## config.mk

```make
export PLATFORM = sky130hd
export DESIGN_NAME = fake_jpeg_1106_stim_gen_flat
export DESIGN_NICKNAME = d
export VERILOG_FILES = /design/src/rtl/fake_jpeg_1106_stim_gen_if.sv /design/src/rtl/fake_jpeg_1106_stim_gen.sv /design/src/flat_wrapper.sv
export SDC_FILE = /design/constraint.sdc
export NUM_CORES = 1
export LEC_CHECK = 0
export BUFFER_PORTS_ARGS = -buffer_cell sky130_fd_sc_hd__clkbuf_2
export CAP_MARGIN = 10
export CORE_UTILIZATION = 53
export CTS_BUF_LIST = sky130_fd_sc_hd__clkbuf_2
export DETAILED_ROUTE_END_ITERATION = 8
export GPL_ROUTABILITY_DRIVEN = 0
export GPL_TIMING_DRIVEN = 0
export PLACE_DENSITY = 0.86
export REMOVE_ABC_BUFFERS = 1
export SETUP_SLACK_MARGIN = 0.1
export SLEW_MARGIN = 10
export SYNTH_ARGS = -nofsm -noshare
export SYNTH_HDL_FRONTEND = slang
export SYNTH_SLANG_ARGS = --single-unit
```

## constraint.sdc

```tcl
create_clock -name clk -period 2.6 [get_ports clk]
set_input_delay 0.13 -clock clk [delete_from_list [all_inputs] [get_ports clk]]
set_output_delay 0.13 -clock clk [all_outputs]
set_load 0.01 [all_outputs]
```

## src/rtl/fake_jpeg_1106_stim_gen_if.sv

```systemverilog
// Vector stream bus between the stimulus generator and the netlist capture stage.
//   vec_out   : 49-bit input vector, bit i drives netlist input n_i
//   vec_valid : vec_out holds an unconsumed vector
//   vec_ready : consumer accepts vec_out this cycle
// master = generator side, slave = capture side.
interface fake_jpeg_1106_stim_gen_if #(
  parameter int WIDTH = 49
) ();
  logic [WIDTH-1:0] vec_out;
  logic             vec_valid;
  logic             vec_ready;

  modport master (output vec_out, output vec_valid, input vec_ready);
  modport slave  (input vec_out, input vec_valid, output vec_ready);
endinterface

```

## src/rtl/fake_jpeg_1106_stim_gen.sv

```systemverilog
// Upstream stimulus stage for the fake_jpeg_1106_n_197 netlist: emits a
// programmable number of pseudo-random vectors from a 49-bit maximal-length
// Fibonacci LFSR (x^49 + x^40 + 1) under a valid/ready handshake.
// Ports:
//   clk, rst    : clock, asynchronous active-high reset
//   seed_load   : load seed_in into the LFSR (IDLE/DONE only; zero loads 1)
//   seed_in     : seed value
//   num_vec     : vectors per run, captured on an accepted start
//   start       : begin a run (IDLE/DONE only)
//   abort       : end a run early (RUN only), keeps vec_cnt and the LFSR
//   vec         : vector stream (vec_out / vec_valid / vec_ready)
//   vec_cnt     : vectors accepted in the current/last run
//   busy, done  : high in RUN / DONE respectively
// All outputs are registered; vec_out is the LFSR register itself.
module fake_jpeg_1106_stim_gen #(
  parameter int                 WIDTH = 49,
  parameter int                 CNT_W = 16,
  parameter logic [WIDTH-1:0]   SEED  = 49'h1
) (
  input  logic                      clk,
  input  logic                      rst,
  input  logic                      seed_load,
  input  logic [WIDTH-1:0]          seed_in,
  input  logic [CNT_W-1:0]          num_vec,
  input  logic                      start,
  input  logic                      abort,
  fake_jpeg_1106_stim_gen_if.master vec,
  output logic [CNT_W-1:0]          vec_cnt,
  output logic                      busy,
  output logic                      done
);

  localparam logic [WIDTH-1:0] ONE      = {{(WIDTH-1){1'b0}}, 1'b1};
  // A zero seed would lock the LFSR, so it is replaced by 1.
  localparam logic [WIDTH-1:0] SEED_EFF = (SEED == '0) ? ONE : SEED;

  typedef enum logic [1:0] {IDLE, RUN, DONE} state_t;

  state_t           state;
  logic [WIDTH-1:0] lfsr;
  logic [CNT_W-1:0] target;
  logic             valid_q;
  logic             hs;
  logic [WIDTH-1:0] lfsr_nxt;

  assign lfsr_nxt      = {lfsr[WIDTH-2:0], lfsr[48] ^ lfsr[39]};
  assign hs            = valid_q && vec.vec_ready;
  assign vec.vec_out   = lfsr;
  assign vec.vec_valid = valid_q;

  always_ff @(posedge clk or posedge rst) begin
    if (rst) begin
      state   <= IDLE;
      lfsr    <= SEED_EFF;
      target  <= '0;
      vec_cnt <= '0;
      valid_q <= 1'b0;
      busy    <= 1'b0;
      done    <= 1'b0;
    end else begin
      case (state)
        IDLE, DONE: begin
          // A seed loaded together with start becomes the run's first vector.
          if (seed_load)
            lfsr <= (seed_in == '0) ? ONE : seed_in;
          if (start) begin
            vec_cnt <= '0;
            target  <= num_vec;
            if (num_vec != '0) begin
              state   <= RUN;
              valid_q <= 1'b1;
              busy    <= 1'b1;
              done    <= 1'b0;
            end else begin
              state   <= DONE;
              done    <= 1'b1;
            end
          end
        end
        RUN: begin
          if (hs) begin
            vec_cnt <= vec_cnt + 1'b1;
            lfsr    <= lfsr_nxt;
          end
          // Abort wins over run completion; a same-cycle handshake still counts.
          if (abort) begin
            state   <= IDLE;
            valid_q <= 1'b0;
            busy    <= 1'b0;
          end else if (hs && (vec_cnt == target - 1'b1)) begin
            state   <= DONE;
            valid_q <= 1'b0;
            busy    <= 1'b0;
            done    <= 1'b1;
          end
        end
        default: begin
          state   <= IDLE;
          valid_q <= 1'b0;
          busy    <= 1'b0;
          done    <= 1'b0;
        end
      endcase
    end
  end

endmodule

```

## src/flat_wrapper.sv

```systemverilog
// flat-port wrapper written by rule: the top's interface ports become plain ports
module fake_jpeg_1106_stim_gen_flat 
#(
  parameter int                 WIDTH = 49,
  parameter int                 CNT_W = 16,
  parameter logic [WIDTH-1:0]   SEED  = 49'h1
)
  (clk, rst, seed_load, seed_in, num_vec, start, abort, vec_cnt, busy, done, vec_vec_out, vec_vec_valid, vec_vec_ready);
  fake_jpeg_1106_stim_gen_if #(.WIDTH(WIDTH)) vec_i ();
  input  logic clk;
  input  logic rst;
  input  logic seed_load;
  input  logic [WIDTH-1:0] seed_in;
  input  logic [CNT_W-1:0] num_vec;
  input  logic start;
  input  logic abort;
  output logic [CNT_W-1:0] vec_cnt;
  output logic busy;
  output logic done;
  output wire logic [$bits(vec_i.vec_out)-1:0] vec_vec_out;
  output wire logic [$bits(vec_i.vec_valid)-1:0] vec_vec_valid;
  input wire logic [$bits(vec_i.vec_ready)-1:0] vec_vec_ready;
  assign vec_vec_out = vec_i.vec_out;
  assign vec_vec_valid = vec_i.vec_valid;
  assign vec_i.vec_ready = vec_vec_ready;
  fake_jpeg_1106_stim_gen #(.WIDTH(WIDTH), .CNT_W(CNT_W), .SEED(SEED)) u_core (.clk(clk), .rst(rst), .seed_load(seed_load), .seed_in(seed_in), .num_vec(num_vec), .start(start), .abort(abort), .vec(vec_i), .vec_cnt(vec_cnt), .busy(busy), .done(done));
endmodule
```

==> results.tsv <==
stage	metric	value	unit
sta	drv_slew	0	
sta	fmax	0.4114	GHz
grt	grt_use_total	32.25	%
setup_path	slowest_delay	480	ps
sta	fin_crit_sh	93.50	%
setup_path	critPathKind	reg -> reg	
sta	setup_tns	0	ps
yosys	synth_common_cells	dfrtp_1 (84), nand2_1 (68), o21ai_0 (57), mux2i_1 (51)	
yosys	avgSynthCellArea	9.982	um^2
worst_hold_path	hold_class	in -> reg	
sta	grt_setup_unrepaired	false	
detailed_routing	vias_per_cell	5.899	
die	die_w	94.57	um
grt	grt_pass1_vias	4396	
grt	antenna_found_initial	0	
detailed_routing	first_pass_iters	5	
layout	area_delta_synth_final	36.23	%
sta	layout_setup_ws	169.0	ps
layout	fin_area	6187	um^2
yosys	yosys-top-cells-area	dfrtp_1 (46%), mux2i_1 (11%), o21ai_0 (6.3%)	
layout	regArea	2128	um^2
setup_path	reg2reg_setup_slack	170	ps
setup_path	reg2reg_depth	8	
setup_path	cp-start-kind	flop	
detailed_routing	postRouteAntennaNets	0	
layout	antenna_cells	0	
placement	dpl.hpwl	8536	um
yosys	post-synth-top-count-cell	dfrtp_1	
yosys	netlist.area_leader.share	46.28	%
placement	placed_cell_area	5390	um^2
layout	fin_util	74.92	%
die	coreArea	8258	um^2
layout	drive_above_1_share	28.01	%
sta	post-route-min-period	2431	ps
die	dieArea	8943	um^2
die	die_h	94.57	um
grt	overflow	0	
power	fin_total_pwr	4.449	mW
sta	worst_slew_margin_rel	37.43	%
die	rows	33	
detailed_routing	wl_per_cell	18.03	um
sta	whs	38.86	ps
setup_path	slowest_stage	or4b_4	
setup_path	reg2reg_from	u_core.target[0]$_DFFE_PP0P_	
setup_path	crit_family	simple AND/OR/NAND/NOR gates	
clocking	cts_made_buffers	9	
yosys	synth_edf_count	0	
placement	pre_cts_ws	-22.90	ps
yosys	yosys.cell_types.count	56	
clocking	cts-root-buf	clkbuf_2	
sta	max_slew.worst_pin.slew	936.3	ps
detailed_routing	drc	0	
layout	multi_input_area	2317	um^2
yosys	synth_seq_cells	85	
worst_hold_path	min_from	seed_load	
placement	port_buffers	138	
setup_path	endpoint_kind	flop	
sta	hold_violations	0	
yosys	syn-instance-count	455	
detailed_routing	first_iter_violations	227	
yosys	yosysWarnings	0	
setup_path	required	3080	ps
placement	place_inst	676	
detailed_routing	vias	4495	
setup_path	crit_path_start	u_core.target[0]$_DFFE_PP0P_	
clocking	clk_path_buf_depth	2	
outcome	status	finished, final reports clean	
clocking	htreeDepth	3	
layout	nets	725	
power	vdd_drop_max	0.0004658	V
sta	fin_worst_skew	33.95	ps
setup_path	worstPathArrival	2920	ps
job	max_cap_viol_count	0	
layout	fin_cells	762	
clocking	clock-sinks	85	
detailed_routing	routed_wl	13740	um
setup_path	cp_num_cells	8	
yosys	synth.largest_area_cell	dfrtp_1	
die	io_pins	139	
yosys	seq_area_frac_synth	46.86	%
worst_hold_path	hold-path-cell-count	4	
yosys	syn_area	4542	um^2
layout	fillers	536	
clocking	cts_tree	built	
grt	grt_pass1_wl	21880	um
power	p_leak	2.970	nW
setup_path	crit_fanout	4	
power	power.density	719.1	nW/um^2
clocking	clock_latency	560	ps
yosys	ys_async_sr_fraction	100.0	%
setup_path	critPathBufInv	1	
die	start_util	55.00	%
grt	grt_start_max_net_pins	55	
yosys	synth-main-ff-cell	dfrtp_1	
clocking	clkSlewWorstSetupHoldPaths	250	ps
sta	finalSetupViolations	0	
setup_path	critical_path.cell_chain	inv_1 > ha_4 > or4b_4 > nor3_1 > o221ai_1 > a2111o_1 > nor4_4 > a22o_1	
==> what timing repair did <==
| item | in CTS | in global routing |
|---|---|---|
| setup buffers | 2 | 0 |
| hold buffers | 68 | 0 |
| hold endpoints to repair | 154 | 0 |
| resized for setup | 2 | 0 |
| pin swaps | 5 | 1 |
| endpoints found under the setup margin | 4 | 4 |
==> cell families after synthesis <==
logic type,count (synthesis),synth area share (%)
fa+ha+maj,2,0.5509
buf+inv,32,2.975
flops,85,46.86
mux,65,14.71
simple gates,158,17.93
compound gates,80,10.28
xor+xnor,33,6.694
==> final timing paths <==
kind,to
setup / recovery,u_core.state[1]$_DFFE_PP0P_
hold / removal,u_core.vec.vec_out[43]$_DFFE_PP0P_
setup reg to reg,u_core.state[1]$_DFFE_PP0P_
hold reg to reg,u_core.vec.vec_out[0]$_DFFE_PP1P_
max in group asynchronous,u_core.target[6]$_DFFE_PP0P_
min in group asynchronous,u_core.vec.vec_out[46]$_DFFE_PP0P_
==> area by class of cell <==
cell class                      count  share of cell area (%)
Multi-Input combinational cell    338                   37.45
Clock inverter                      6                  0.6269
Tap cell                          105                   2.123
Sequential cell                    85                   34.40
Timing Repair Buffer              212                   24.19
Inverter                            6                  0.4044
Clock buffer                       10                  0.8089
==> worst register-to-register path, stage by stage, from the launching register on <==
cell and delay (ps):
dfrtp_1 440, inv_1 100, ha_4 150, or4b_4 480, nor3_1 190, o221ai_1 130, a2111o_1 400, nor4_4 270
a22o_1 210
==> layer usage <==
| layer | routed length [um] | track usage, % |
|---|---|---|
| met4 | 632 | 17.42 |
| met2 | 6773 | 54.47 |
| met5 | 0 | 0 |
| met1 | 5158 | 38.23 |
| met3 | 1176 | 7.166 |
==> cell usage in the layout, fill, tap and decap left out, types with 2 or more instances in the layout <==
cell type and n:
xnor2_1 16, mux2i_1 51, buf_16 4, clkinv_1 3
buf_4 2, and3_1 8, o21ai_0 57, nor4_4 2
dfrtp_1 84, clkinvlp_4 3, or3_1 3, nor4_1 17
nor2_1 19, nor3_1 8, clkbuf_2 148, xor2_1 16
inv_1 4, dlygate4sd3_1 68, o211ai_1 2, nand4_1 9
o41ai_1 2, a21oi_1 3, nand3_1 6, nand2_1 68
mux2_2 14, nor2b_1 4
==> state kept, by name (all words and copies together), names as in the netlist <==
name                cells
u_core.vec_cnt         16
u_core.state            2
u_core.vec.vec_out     49
u_core.target          16
u_core.busy             1
u_core.done             1
==> power by group <==
part           internal [mW]  switching, mW
Combinational          0.784          0.935
Sequential              1.69          0.436
Clock                  0.125          0.476
Total                   2.60           1.85
No activity file was read; power rests on OpenSTA's default activity.
